<file path="config.mk">
export PLATFORM = sky130hd
export DESIGN_NAME = esp8266_frame_serializer
export DESIGN_NICKNAME = d
export VERILOG_FILES = /design/src/rtl/esp8266_frame_serializer.sv
export SDC_FILE = /design/constraint.sdc
export NUM_CORES = 1
export LEC_CHECK = 0
export ABC_AREA = 1
export BUFFER_PORTS_ARGS = -buffer_cell sky130_fd_sc_hd__clkbuf_2
export CORE_MARGIN = 2
export CORE_UTILIZATION = 45
export CTS_CLUSTER_DIAMETER = 200
export DETAILED_ROUTE_END_ITERATION = 16
export GPL_TIMING_DRIVEN = 1
export PLACE_DENSITY = 0.72
export SYNTH_ARGS = -nofsm -noshare
export SYNTH_HDL_FRONTEND = slang
export SYNTH_SLANG_ARGS = --single-unit
</file>
<file path="constraint.sdc">
create_clock -name clock -period 2.38 [get_ports clock]
set_input_delay 0.357 -clock clock [delete_from_list [all_inputs] [get_ports clock]]
set_output_delay 0.357 -clock clock [all_outputs]
set_load 0.02 [all_outputs]
</file>
<file path="src/rtl/esp8266_frame_serializer.sv">
// esp8266_frame_serializer
// Purpose : turns one latched 256-bit sensor frame into the ESP8266 SPI-slave
//           write transaction (CMD, ADDR, 32 payload bytes LSB byte first, and
//           optionally a CRC-8 byte). The bytes are handed to a byte-wide
//           spi_master through its wren/di_req/wr_ack handshake.
// Latency : frame_valid_i at edge N gives wren_o=1 with CMD_BYTE after edge N.
//           The next byte follows the edge that samples a di_req_i rise, or one
//           cycle after WAIT_REQ entry if that rise was already pending.
//           done_o follows the edge that samples the ss_n_i rise.
// Backpressure: one byte is in flight at a time. Start requests that arrive
//           while busy, or on the done/error cycle, are dropped and counted.
//
// Optional feature: define SERIALIZER_CRC_EN to append a CRC-8 byte
// (poly 0x07, init 0x00, MSB first, no final XOR) over the 32 payload bytes.
// The transaction is then 35 bytes instead of 34.
//
// Ports:
//   clock, reset_n  clock and asynchronous active-low reset
//   frame_i         256-bit frame, sampled only when frame_valid_i=1 in IDLE
//   frame_valid_i   single-cycle start request
//   di_req_i        spi_master requests the next byte (rising edge is the event)
//   write_ack_i     spi_master accepted data_byte_o
//   ss_n_i          spi_master slave select; a 0->1 edge ends the transfer
//   data_byte_o     byte presented to spi_master
//   wren_o          write enable to spi_master
//   busy_o          transaction in progress
//   done_o          one-cycle pulse, transaction complete
//   error_o         one-cycle pulse, transaction aborted on timeout
//   dropped_o       saturating count of ignored start requests
module esp8266_frame_serializer #(
  parameter int         TIMEOUT_CYCLES = 50000,
  parameter logic [7:0] CMD_BYTE       = 8'h02,
  parameter logic [7:0] ADDR_BYTE      = 8'h00
) (
  input  logic         clock,
  input  logic         reset_n,
  input  logic [255:0] frame_i,
  input  logic         frame_valid_i,
  input  logic         di_req_i,
  input  logic         write_ack_i,
  input  logic         ss_n_i,
  output logic [7:0]   data_byte_o,
  output logic         wren_o,
  output logic         busy_o,
  output logic         done_o,
  output logic         error_o,
  output logic [7:0]   dropped_o
);

  localparam int TW = (TIMEOUT_CYCLES < 2) ? 1 : $clog2(TIMEOUT_CYCLES + 1);

`ifdef SERIALIZER_CRC_EN
  localparam logic [5:0] LAST_IDX = 6'd34;
`else
  localparam logic [5:0] LAST_IDX = 6'd33;
`endif

  typedef enum logic [1:0] {
    IDLE     = 2'd0,
    WAIT_ACK = 2'd1,
    WAIT_REQ = 2'd2,
    WAIT_END = 2'd3
  } state_t;

  // Registered state
  state_t         r_state;
  logic [255:0]   r_frame;
  logic [5:0]     r_index;
  logic [7:0]     r_data_byte;
  logic           r_wren;
  logic           r_busy;
  logic           r_done;
  logic           r_error;
  logic [7:0]     r_dropped;
  logic           r_di_req_q;
  logic           r_ss_n_q;
  logic           r_req_pend;
  logic [TW-1:0]  r_timeout;

  // Next-state values
  state_t         w_state_nxt;
  logic [255:0]   w_frame_nxt;
  logic [5:0]     w_index_nxt;
  logic [7:0]     w_data_nxt;
  logic           w_wren_nxt;
  logic           w_busy_nxt;
  logic           w_done_nxt;
  logic           w_error_nxt;
  logic [7:0]     w_dropped_nxt;
  logic           w_pend_nxt;
  logic [TW-1:0]  w_timeout_nxt;
  logic           w_drop;

  // Datapath helpers
  logic           w_di_req_rise;
  logic           w_ss_rise;
  logic           w_expire;
  logic [4:0]     w_pay_sel;
  logic [7:0]     w_pay_byte;
  logic [7:0]     w_next_byte;

`ifdef SERIALIZER_CRC_EN
  logic [7:0]     r_crc;
  logic [7:0]     w_crc_nxt;

  // Byte-at-a-time form of the MSB-first CRC-8 shift register.
  function automatic logic [7:0] crc8_byte(input logic [7:0] crc, input logic [7:0] data);
    logic [7:0] c;
    c = crc ^ data;
    for (int i = 0; i < 8; i++) begin
      c = c[7] ? ((c << 1) ^ 8'h07) : (c << 1);
    end
    return c;
  endfunction
`endif

  assign w_di_req_rise = di_req_i & ~r_di_req_q;
  assign w_ss_rise     = ss_n_i & ~r_ss_n_q;

  // The counter aborts on the cycle it would reach zero, so a wait state
  // lasts exactly TIMEOUT_CYCLES cycles before error_o is raised.
  assign w_expire      = (r_timeout <= TW'(1));

  // Payload byte k sits at frame[8k+7:8k]; index 2 maps to payload byte 0.
  assign w_pay_sel     = 5'(r_index - 6'd2);
  assign w_pay_byte    = r_frame[{w_pay_sel, 3'b000} +: 8];

  always_comb begin
    w_next_byte = w_pay_byte;
    if (r_index == 6'd0) begin
      w_next_byte = CMD_BYTE;
    end else if (r_index == 6'd1) begin
      w_next_byte = ADDR_BYTE;
    end
`ifdef SERIALIZER_CRC_EN
    else if (r_index == 6'd34) begin
      w_next_byte = r_crc;
    end
`endif
  end

  // Next-state and output logic
  always_comb begin
    w_state_nxt = r_state;
    w_frame_nxt = r_frame;
    w_index_nxt = r_index;
    w_data_nxt  = r_data_byte;
    w_wren_nxt  = r_wren;
    w_done_nxt  = 1'b0;
    w_error_nxt = 1'b0;
    w_pend_nxt  = r_req_pend;
    w_drop      = 1'b0;
`ifdef SERIALIZER_CRC_EN
    w_crc_nxt   = r_crc;
`endif

    case (r_state)
      IDLE: begin
        w_pend_nxt = 1'b0;
        if (frame_valid_i) begin
          // The cycle right after completion or abort still counts as busy
          // for start requests, even though busy_o has already dropped.
          if (r_done || r_error) begin
            w_drop = 1'b1;
          end else begin
            w_frame_nxt = frame_i;
            w_index_nxt = 6'd0;
            w_data_nxt  = CMD_BYTE;
            w_wren_nxt  = 1'b1;
            w_state_nxt = WAIT_ACK;
`ifdef SERIALIZER_CRC_EN
            w_crc_nxt   = 8'h00;
`endif
          end
        end
      end

      WAIT_ACK: begin
        // A request edge seen here, including the ack cycle, is remembered so
        // WAIT_REQ does not miss it.
        if (w_di_req_rise) begin
          w_pend_nxt = 1'b1;
        end
        if (write_ack_i) begin
          w_wren_nxt = 1'b0;
          if (r_index == LAST_IDX) begin
            w_state_nxt = WAIT_END;
          end else begin
            w_index_nxt = r_index + 6'd1;
            w_state_nxt = WAIT_REQ;
          end
        end else if (w_expire) begin
          w_wren_nxt  = 1'b0;
          w_error_nxt = 1'b1;
          w_state_nxt = IDLE;
        end
      end

      WAIT_REQ: begin
        if (r_req_pend || w_di_req_rise) begin
          w_pend_nxt  = 1'b0;
          w_data_nxt  = w_next_byte;
          w_wren_nxt  = 1'b1;
          w_state_nxt = WAIT_ACK;
`ifdef SERIALIZER_CRC_EN
          if ((r_index >= 6'd2) && (r_index <= 6'd33)) begin
            w_crc_nxt = crc8_byte(r_crc, w_pay_byte);
          end
`endif
        end else if (w_expire) begin
          w_wren_nxt  = 1'b0;
          w_error_nxt = 1'b1;
          w_state_nxt = IDLE;
        end
      end

      WAIT_END: begin
        if (w_ss_rise) begin
          w_done_nxt  = 1'b1;
          w_state_nxt = IDLE;
        end else if (w_expire) begin
          w_wren_nxt  = 1'b0;
          w_error_nxt = 1'b1;
          w_state_nxt = IDLE;
        end
      end

      default: begin
        w_wren_nxt  = 1'b0;
        w_state_nxt = IDLE;
      end
    endcase

    if (frame_valid_i && (r_state != IDLE)) begin
      w_drop = 1'b1;
    end

    w_busy_nxt = (w_state_nxt != IDLE);

    if (w_drop && (r_dropped != 8'hFF)) begin
      w_dropped_nxt = r_dropped + 8'd1;
    end else begin
      w_dropped_nxt = r_dropped;
    end

    // Reload on every state change; count down only while waiting.
    if (w_state_nxt != r_state) begin
      w_timeout_nxt = TW'(TIMEOUT_CYCLES);
    end else if (r_state != IDLE) begin
      w_timeout_nxt = r_timeout - TW'(1);
    end else begin
      w_timeout_nxt = r_timeout;
    end
  end

  always_ff @(posedge clock or negedge reset_n) begin
    if (!reset_n) begin
      r_state     <= IDLE;
      r_frame     <= '0;
      r_index     <= 6'd0;
      r_data_byte <= 8'h00;
      r_wren      <= 1'b0;
      r_busy      <= 1'b0;
      r_done      <= 1'b0;
      r_error     <= 1'b0;
      r_dropped   <= 8'h00;
      r_di_req_q  <= 1'b0;
      r_ss_n_q    <= 1'b1;
      r_req_pend  <= 1'b0;
      r_timeout   <= TW'(TIMEOUT_CYCLES);
`ifdef SERIALIZER_CRC_EN
      r_crc       <= 8'h00;
`endif
    end else begin
      r_state     <= w_state_nxt;
      r_frame     <= w_frame_nxt;
      r_index     <= w_index_nxt;
      r_data_byte <= w_data_nxt;
      r_wren      <= w_wren_nxt;
      r_busy      <= w_busy_nxt;
      r_done      <= w_done_nxt;
      r_error     <= w_error_nxt;
      r_dropped   <= w_dropped_nxt;
      r_di_req_q  <= di_req_i;
      r_ss_n_q    <= ss_n_i;
      r_req_pend  <= w_pend_nxt;
      r_timeout   <= w_timeout_nxt;
`ifdef SERIALIZER_CRC_EN
      r_crc       <= w_crc_nxt;
`endif
    end
  end

  assign data_byte_o = r_data_byte;
  assign wren_o      = r_wren;
  assign busy_o      = r_busy;
  assign done_o      = r_done;
  assign error_o     = r_error;
  assign dropped_o   = r_dropped;

endmodule

</file>
==> After elaboration in Yosys (flattened, before gate mapping) <==
Index checks and enable logic that the tools add are counted.
{ "word_totals": {"regBits": 303, "latchBits": 0, "ram_bits": 0, "mem_bits_ro": 0, "out_inout_bits": 20, "mem_count": 0} }
{ "op_classes": {"add_sub_neg": 4, "n_mul": 0, "n_div": 0, "n_lt_le_gt_ge": 1, "eq_ne": 14, "shift": 1, "mux": 42, "bitwise_logic": 5, "reduce_logical": 17} }
{ "ops": {"columns": ["cell", "count"], "rows": [
  ["256-bit by 9-bit variable part select with 8-bit output", 1],
  ["8-bit two-way mux", 5],
  ["16-bit two-way mux", 2],
  ["6-bit two-way mux", 4],
  ["1-bit two-way mux", 19],
  ["16-bit by 1-bit less-or-equal comparator with 1-bit output (second input constant)", 1],
  ["8-bit one-hot mux with 2 select lines", 1],
  ["16-bit by 1-bit subtractor with 16-bit output (second input constant)", 1],
  ["2-bit != test (second input constant)", 7],
  ["2-bit two-way mux", 6],
  ["6-bit one-hot mux with 2 select lines", 1],
  ["2-bit nonzero test", 5],
  ["3-bit AND reduction", 3],
  ["8-bit by 1-bit adder with 8-bit output (second input constant)", 1],
  ["8-bit != test (second input constant)", 1],
  ["2-bit one-hot mux with 4 select lines", 1],
  ["6-bit by 1-bit adder with 6-bit output (second input constant)", 1],
  ["6-bit by 1-bit == test with 1-bit output (second input constant)", 1],
  ["6-bit == test (second input constant)", 1],
  ["6-bit logical NOT", 1],
  ["1-bit one-hot mux with 3 select lines", 2],
  ["5-bit AND reduction", 1],
  ["5-bit by 2-bit subtractor with 5-bit output (second input constant)", 1],
  ["2-bit == test (second input constant)", 2],
  ["10 further kinds", 15]
]} }

==> Longest topological paths before layout <==
Gate-level depths: netlist of run 1.
{ "logic_depth": {"word_depth": 7, "depth_mapped": 14, "ltp_nobuf": 14} }

==> Least setup slack after synthesis of run 1 <==
OpenSTA, ideal clock, no wires.
{ "synth_timing": {"kind": "reg-to-reg", "startpoint": "register r_index[1]", "endpoint": "register r_data_byte[3], in the netlist data_byte_o[3]", "setup_ns": 0.118, "arrival_time_ns": 1.956, "setup_slack_ns": 0.307, "stages_incl_launch_ff": 12, "path_buffers": 3, "period_less_slack_ns": 2.073, "cell_sequence": "dfrtp_1 inv_2 clkbuf_1 ha_1 clkbuf_1 inv_1 clkbuf_1 o211ai_1 nand3_1 nand3_1 nand3_1 nand2_1"} }
{ "synth_via": {"elab_chain_len": 6} }
{ "synth_rtl": {"columns": ["element", "line", "text"], "rows": [
  ["start, declared", "68", "logic [5:0] r_index;"],
  ["start signal, assigned", "277", "r_index <= w_index_nxt;"],
  ["5-bit by 2-bit subtractor with 5-bit output", "125", "assign w_pay_sel = 5'(r_index - 6'd2);"],
  ["256-bit by 9-bit variable part select with 8-bit output", "126", "assign w_pay_byte = r_frame[{w_pay_sel, 3'b000} +: 8];"],
  ["8-bit two-way mux", "132", "end else if (r_index == 6'd1) begin"],
  ["8-bit two-way mux *", "130", "if (r_index == 6'd0) begin"],
  ["8-bit two-way mux *", "200", "if (r_req_pend || w_di_req_rise) begin"],
  ["8-bit one-hot mux with 2 select lines *", "157", "case (r_state)"],
  ["end signal, assigned", "278", "r_data_byte <= w_data_nxt;"],
  ["end, declared", "69", "logic [7:0] r_data_byte;"]
]} }
Every way passes the cells marked *; elsewhere a longest branch is shown, timed or not. The select of a mux whose other input is x is not followed.
A chain may end at the register's enable or synchronous reset.

==> Worst setup path in the final report of run 1 <==
{ "layout_timing": {"startpoint": "register r_index[2]", "endpoint": "register r_data_byte[4], in the netlist data_byte_o[4]"} }
The elaborated chain is that of the path after synthesis.

==> results of run 1 <==
power groups by stage:
stage | clock (uW) | combinational, uW | sequential (uW)
2_1_floorplan | 0 | 6750 | 8440
6_report | 5060 | 9780 | 8670
3_5_place_dp | 0 | 9710 | 8710
5_1_grt | 5350 | 11100 | 8890
4_1_cts | 5130 | 9790 | 8630
3_3_place_gp | 0 | 9530 | 8640
cell families after synthesis:
family,after synthesis
adder cells (fa/ha/maj),8
flip-flops,303
buffers and inverters,241
AO/OA/AOI/OAI,294
AND/OR/NAND/NOR,985
XOR/XNOR,12
registers in the layout, summed over array words and instances (netlist names), 2 cells and up:
| signal | flops |
|---|---|
| r_index | 6 |
| data_byte_o | 8 |
| r_timeout | 16 |
| r_state | 2 |
| dropped_o | 8 |
| r_frame | 256 |
cell usage in the layout (no fill, tap or decap), types with 35 or more instances in the layout:
cell type,instances
a21oi_1,46
clkbuf_16,35
clkbuf_2,280
dfrtp_1,294
inv_1,123
nand2_1,709
nand3_1,119
nor2_1,125
o211ai_1,58
o21ai_0,182
metal layers:
metal | wire length, um | share of wire (%) | global-route usage [%]
met5 | 0 | 0 | 0
met4 | 1040 | 2.4 | 7.33
met3 | 3130 | 7.3 | 4.05
met2 | 20000 | 46 | 41.9
met1 | 18900 | 44 | 36.8
through the flow:
stage | total power [uW] | std cells | hold WS [ps]
5_1_grt | 25300 | 2502 | 28.2
6_report | 23500 | 2502 | 35.3
3_5_place_dp | 18400 | 2442 | 344
4_1_cts | 23600 | 2502 | 24.3
3_3_place_gp | 18200 | 2442 | 335
2_1_floorplan | 15200 | 1843 | 61.4
synthesized netlist by cell type, types with 3 or more instances:
library cell | count | area, sq um
nor2_1 | 125 | 469
buf_1 | 5 | 18.8
nand2_1 | 709 | 2660
nand3_1 | 120 | 601
buf_2 | 53 | 265
inv_1 | 124 | 465
xnor2_1 | 7 | 61.3
nand3_2 | 7 | 70.1
dfstp_2 | 7 | 184
clkbuf_1 | 50 | 188
o21ai_0 | 182 | 911
ha_1 | 8 | 100
inv_2 | 6 | 22.5
a21oi_1 | 46 | 230
xor2_1 | 4 | 35.0
nor3_1 | 3 | 15.0
o211ai_1 | 58 | 435
nand4_1 | 8 | 50.1
dfrtp_1 | 296 | 7410
final cells by class:
type	instances	area share, %
flip-flops and latches	303	43.8
multi-input cells	1299	33.9
repair buffers	310	10.4
well taps	402	2.90
clock buffers	51	5.74
inverters	131	2.88
clock inverters	6	0.339
worst min-delay path by stage:
stage,from,end,slack [ps],depth (start not counted)
2_1_floorplan,reset_n,busy_o,60,0
3_3_place_gp,reset_n,dropped_o[6],340,1
3_5_place_dp,reset_n,dropped_o[6],340,1
4_1_cts,frame_i[147],r_frame[147],20,3
5_1_grt,frame_i[218],r_frame[218],30,3
6_report,frame_i[179],r_frame[179],40,3
worst max-delay path: cells and delay by family (launching register included):
family        cells  cell delay [ps]
fa+ha+maj         1              280
simple gates      5              670
flops             1              420
buf+inv           2              460
==> metrics.md, run 1 <==
| Metric | Value |
|---|---|
| Net Sw Frac | `41.8%` |
| Sequential share of power | `36.9%` |
| DIE AREA | `33500 sq um` |
| Setup TNS | `0 ps` |
| Synth Area in XOR/XNOR | `0.780%` |
| Ant diodes | `0` |
| Int Pwr | `13700 uW` |
| Initial Util | `45.7%` |
| FF+latch count, synth | `303` |
| DRC | `0` |
| Global-route wire length before repair | `68700 um` |
| Max cap viols | `0` |
| Post-route cell area | `17300 sq um` |
| EDFF count, synth | `0` |
| Comb power frac | `41.6%` |
| Pre-Repair DR Iteration Count | `7` |
| Post-Synth Simple-Gate Area | `27.7%` |
| Syn-to-layout area delta | `20.2%` |
| Final Hold Vio Count | `0` |
| Final setup viols | `0` |
| Commonest register cell after synthesis | `dfrtp_1` |
| Worst Setup SP | `r_index[2]` |
| Core area | `31600 sq um` |
| HP Class | `in -> reg` |
| Reg area | `7600 sq um` |
| Cell repeated most along the worst path | `nand3_1` |
| Arrival @ worst endpoint | `2360 ps` |
| Reg-to-reg slack, setup | `420 ps` |
| Mux contribution to synthesized area | `0%` |
| GR Util All Layers | `26.0%` |
| DP Area | `16300 sq um` |
| Initial antenna violation count | `0` |
| Final Cycle Share | `82.3%` |
| Cell depth of the worst flop-to-flop path | `8` |
| Worst setup path end | `data_byte_o[4]` |
| Synth Area in Adders | `0.694%` |
| RSZ-0062 raised after global routing | `no` |
| Clock transition at path regs | `60 ps` |
| CTS sink count | `303` |
| Max FO, Critical Path | `32` |
| CTS max path bufs | `3` |
| Async SR Flop Fraction | `100%` |
| Multi-input combinational cell area | `5880 sq um` |
| H-tree levels | `2` |
| Hpwl dp | `30300 um` |
| Peak VDD IR | `697 uV` |
| Post-route setup slack | `422 ps` |
| Least-Margin Pin Slew | `655 ps` |
| Compound-Gate Fraction of Synth Area | `11.4%` |
| Final ANT Viol Nets | `0` |
| Crit path max-delay cell type | `dfrtp_1` |
| Num rows | `65` |
| Fmax | `511 MHz` |
| Post-CTS sizing | `0` |
| Max Slew Vio Count | `0` |
| Port buffer count | `281` |
| CP Cell Sequence | `inv_1 > ha_1 > buf_4 > nand3_1 > nand3_1 > nand3_1 > nand3_1 > nand2_1` |
| Clock share of power | `21.5%` |
| Largest family of logic cells by synthesized area | `simple AND/OR/NAND/NOR gates` |
| TritonCTS clock tree | `done` |
| Post-CTS Hold Fix Bufs | `3` |
| Relative slew margins | `56.3%` |
| Minimum clock period | `1960 ps` |
| Layout Nets | `2349` |
| Post-Syn Nets | `2113` |
| Critical path type | `reg -> reg` |
| Worst slack, placed | `448 ps` |
| Clk_skew | `20.9 ps` |
| Cell chosen for the clock root | `clkbuf_16` |
| Post-Synthesis Cells | `1843` |
| Vias in the first global route | `12900` |
| Synth Warn # | `0` |
| Critical path launch point type | `flip-flop` |
| WL per Instance | `17.2 um` |
| Layout fillers | `2991` |
| Post-Syn Area | `14400 sq um` |
| Static Leak | `0.00898 uW` |
| Critical path's largest stage delay | `420 ps` |
| Sequential element share of the synthesized area | `52.6%` |
| Vias per cell | `5.24` |
| Reg2reg end | `data_byte_o[4]` |
| Synthesized area per cell | `7.83 sq um` |
| Clock buffer count from CTS | `34` |
| Share of layout cells above drive strength 1 | `18.7%` |
| Nature of the critical path endpoint | `flip-flop` |
| Total gr overflow | `0` |
| DIE WIDTH | `183 um` |
| I/O Pins | `282` |
| Drt total wl | `43100 um` |
| Initial DRC count | `1277` |
| Pin count of the biggest net entering global routing | `123` |
| CP required | `2780 ps` |
| Clock latency on the worst-skew pair | `520 ps` |
| Post-synth cell types | `39` |
| Status | `finished, final reports clean` |
| Postcts setup bufs | `0` |
| Routed vias | `13118` |
| Die height | `183 um` |
| Fin util | `55.0%` |
| Pwr Density | `1360 nW/um^2` |
| Reg-to-reg startpoint | `r_index[2]` |
| Net switching power | `9830 uW` |
| Routability Congestion | `0.858` |
(Power assumes the default switching activity.)
==> inputs of run 2 (changes only) <==
--- a/config.mk
+++ b/config.mk
@@ -12,7 +12,7 @@
 export CTS_CLUSTER_DIAMETER = 200
 export DETAILED_ROUTE_END_ITERATION = 16
 export GPL_TIMING_DRIVEN = 1
-export PLACE_DENSITY = 0.72
+export PLACE_DENSITY = 0.75
 export SYNTH_ARGS = -nofsm -noshare
 export SYNTH_HDL_FRONTEND = slang
 export SYNTH_SLANG_ARGS = --single-unit
==> constraint.sdc (replaced) <==
create_clock -name clock -period 1.7 [get_ports clock]
set_input_delay 0.255 -clock clock [delete_from_list [all_inputs] [get_ports clock]]
set_output_delay 0.255 -clock clock [all_outputs]
set_load 0.02 [all_outputs]
==> run 2 against run 1 <==
Against the previous run: the run now ends with setup timing left; first-iteration DRC count is 55% higher; critical path type unchanged; maximum frequency is 4.6% higher; flip-flop and latch count stayed put; wire length is 27% higher; via count is 20% higher; largest power group unchanged; largest cell class unchanged.
==> metrics.md, run 2 (synthesized netlist as in run 1, its figures left out) <==
| Metric | Value |
|---|---|
| Status | `finished with violations` |
| Failing checks | `setup timing` |
| Vias in the first global route | `15708 (+22%)` |
| Cell chosen for the clock root | `clkbuf_16` |
| Clock share of power | `19.2% (-2.3 points)` |
| Hpwl dp | `32200 um (+6.1%)` |
| Initial Util | `45.7% (unchanged)` |
| DIE WIDTH | `183 um (unchanged)` |
| Most common cell after layout, fill and taps aside | `nand2_1` |
| TritonCTS clock tree | `done` |
| Inst Count DP | `2518 (+3.1%)` |
| Final Hold Vio Count | `0 (unchanged)` |
| Int Pwr | `22400 uW (+64%)` |
| Max Slew Vio Count | `0 (unchanged)` |
| Final Cycle Share | `110% (+28 points)` |
| Drt total wl | `54900 um (+27%)` |
| Minimum clock period | `1870 ps (-86.5 ps)` |
| Arrival @ worst endpoint | `2270 ps (-90 ps)` |
| Die height | `183 um (unchanged)` |
| H-tree levels | `2 (unchanged)` |
| Post-route setup slack | `-172 ps (-593 ps)` |
| DP Area | `17000 sq um (+4.5%)` |
| Net Sw Frac | `41.9% (+0.087 points)` |
| CP required | `2100 ps (-680 ps)` |
| Global-route wire length before repair | `83000 um (+21%)` |
| Relative slew margins | `62.6% (+6.3 points)` |
| GR Util All Layers | `31.6% (+5.6 points)` |
| CTS sink count | `303 (unchanged)` |
| Pin count of the biggest net entering global routing | `77 (-37%)` |
| CTS max path bufs | `3 (unchanged)` |
| Fmax | `534 MHz (+4.6%)` |
| Clk_skew | `15.2 ps (-5.70 ps)` |
| Max cap viols | `0 (unchanged)` |
| Post-Layout Cell Count | `2847 (+14%)` |
| Clock latency on the worst-skew pair | `510 ps (about the same)` |
| Critical path launch point type | `flip-flop` |
| HP Class | `in -> reg` |
| Port buffer count | `281 (unchanged)` |
| Initial antenna violation count | `2 (+2)` |
| Critical path type | `reg -> reg` |
| Syn-to-layout area delta | `47.9%` |
| Share of layout cells above drive strength 1 | `23.7% (+5.0 points)` |
| Total Power | `38600 uW (+64%)` |
| Routed vias | `15699 (+20%)` |
| Most frequent cells in the layout | `nand2_1 (701), dfrtp_1 (292), clkbuf_2 (280)` |
| Num rows | `65 (unchanged)` |
| Max FO, Critical Path | `18 (-44%)` |
| Routability Congestion | `0.914 (+6.5%)` |
| Layout Nets | `2689 (+14%)` |
| Static Leak | `0.0108 uW (+20%)` |
| Net switching power | `16200 uW (+64%)` |
| Core area | `31600 sq um (unchanged)` |
| Clock transition at path regs | `60 ps (about the same)` |
| Pwr Density | `1810 nW/um^2 (+33%)` |
| Final ANT Viol Nets | `0 (unchanged)` |
| Total gr overflow | `0 (unchanged)` |
| DRC | `0 (unchanged)` |
| WL per Instance | `19.3 um (+12%)` |
| Least-Margin Pin Slew | `560 ps (-94.8 ps)` |
| Initial DRC count | `1977 (+55%)` |
| Peak VDD IR | `890 uV (+28%)` |
| Final setup viols | `10 (+10)` |
| Clock buffer count from CTS | `34 (unchanged)` |
| Largest register FFs | `256 (unchanged)` |
| Largest regs | `r_frame: 256 flops, r_timeout: 16 flops` |
| Pre-Repair DR Iteration Count | `6 (-1)` |
| Post-route cell area | `21300 sq um (+23%)` |
| Fin util | `67.6% (+13 points)` |
| Nature of the critical path endpoint | `flip-flop` |
| Largest register by flop count | `r_frame` |
| Sequential share of power | `32.2% (-4.7 points)` |
| Vias per cell | `5.51 (+5.2%)` |
| Comb power frac | `48.6% (+7.0 points)` |
| DIE AREA | `33500 sq um (unchanged)` |
| Hold Slack | `8.54 ps (-26.8 ps)` |
| I/O Pins | `282 (unchanged)` |
| RSZ-0062 raised after global routing | `yes` |
run 2: changes by cell type in the layout (fill, tap and decap cells not counted), sizes merged, moves of 2 or more:
cell	before	now
dlygate4sd3	3	234
clkinv	4	8
diode	0	2
bufbuf	0	4
buf	27	124
clkbuf	331	335
run 2: layout make-up:
type / instances / area, sq um
Tap cell: 402 / 503
Clock inverter: 11 / 123
Multi-Input combinational cell: 1300 / 6210
Sequential cell: 303 / 7600
Inverter: 131 / 517
Fill cell: 2231 / 10200
Antenna cell: 2 / 5.00
Timing Repair Buffer: 648 / 5390
Timing Repair inverter: 1 / 3.75
Clock buffer: 49 / 988
run 2: timing repair:
item / CTS / global route
hold endpoints to repair: 269 / 0
resized for setup: 63 / 74
cloned: 6 / 7
hold buffers: 234 / 0
endpoints found under the setup margin: 60 / 152
buffers inserted: 11 / 12
pin swaps: 27 / 43
run 2: per-layer routing:
metal	track usage (%)	routed length, um	part of all wire (%)	up-vias
met1	40.0	20800	38	7435
met5	0	0	0	-
met2	52.3	26200	48	1019
met4	15.5	3000	5.5	0
li1	-	-	-	7031
met3	5.96	4940	9.0	214
run 2: path summary, 6_finish.rpt:
check                             start             end  slack (ps)  depth (start not counted)
setup reg to reg             r_index[0]  data_byte_o[2]        -170                          8
setup / recovery             r_index[0]  data_byte_o[2]        -170                          8
hold reg to reg            r_frame[197]    r_frame[197]         480                          2
hold / removal             frame_i[229]    r_frame[229]           9                          3
min in group asynchronous       reset_n    dropped_o[2]         240                          2
max in group asynchronous       reset_n        r_ss_n_q         740                          3
run 2: worst max-delay path, cell delays in order, from the launching register on:
cell       delay [ps]
dfrtp_4           560
buf_12            190
clkbuf_16         180
o21ai_0           320
o211ai_1          160
nand3_1           110
nand3_2           110
nand3_2            80
nand2_1            50
run 2: power groups by stage:
stage	clock network [uW]	logic [uW]	registers, uW
final	7400	18800	12400
after global routing	7730	20400	12700
after CTS	7410	16900	12200
after detailed placement	0	15100	12200
after global placement	0	14800	12100
after floorplan	0	9700	11800
run 2: per-stage QoR:
| step | setup TNS, ps | setup slack (ps) |
|---|---|---|
| 2_1_floorplan | 0 | 6.47 |
| 3_3_place_gp | -1270 | -237 |
| 3_5_place_dp | -1760 | -236 |
| 4_1_cts | -438 | -62.2 |
| 5_1_grt | -3190 | -209 |
| 6_report | -1060 | -172 |
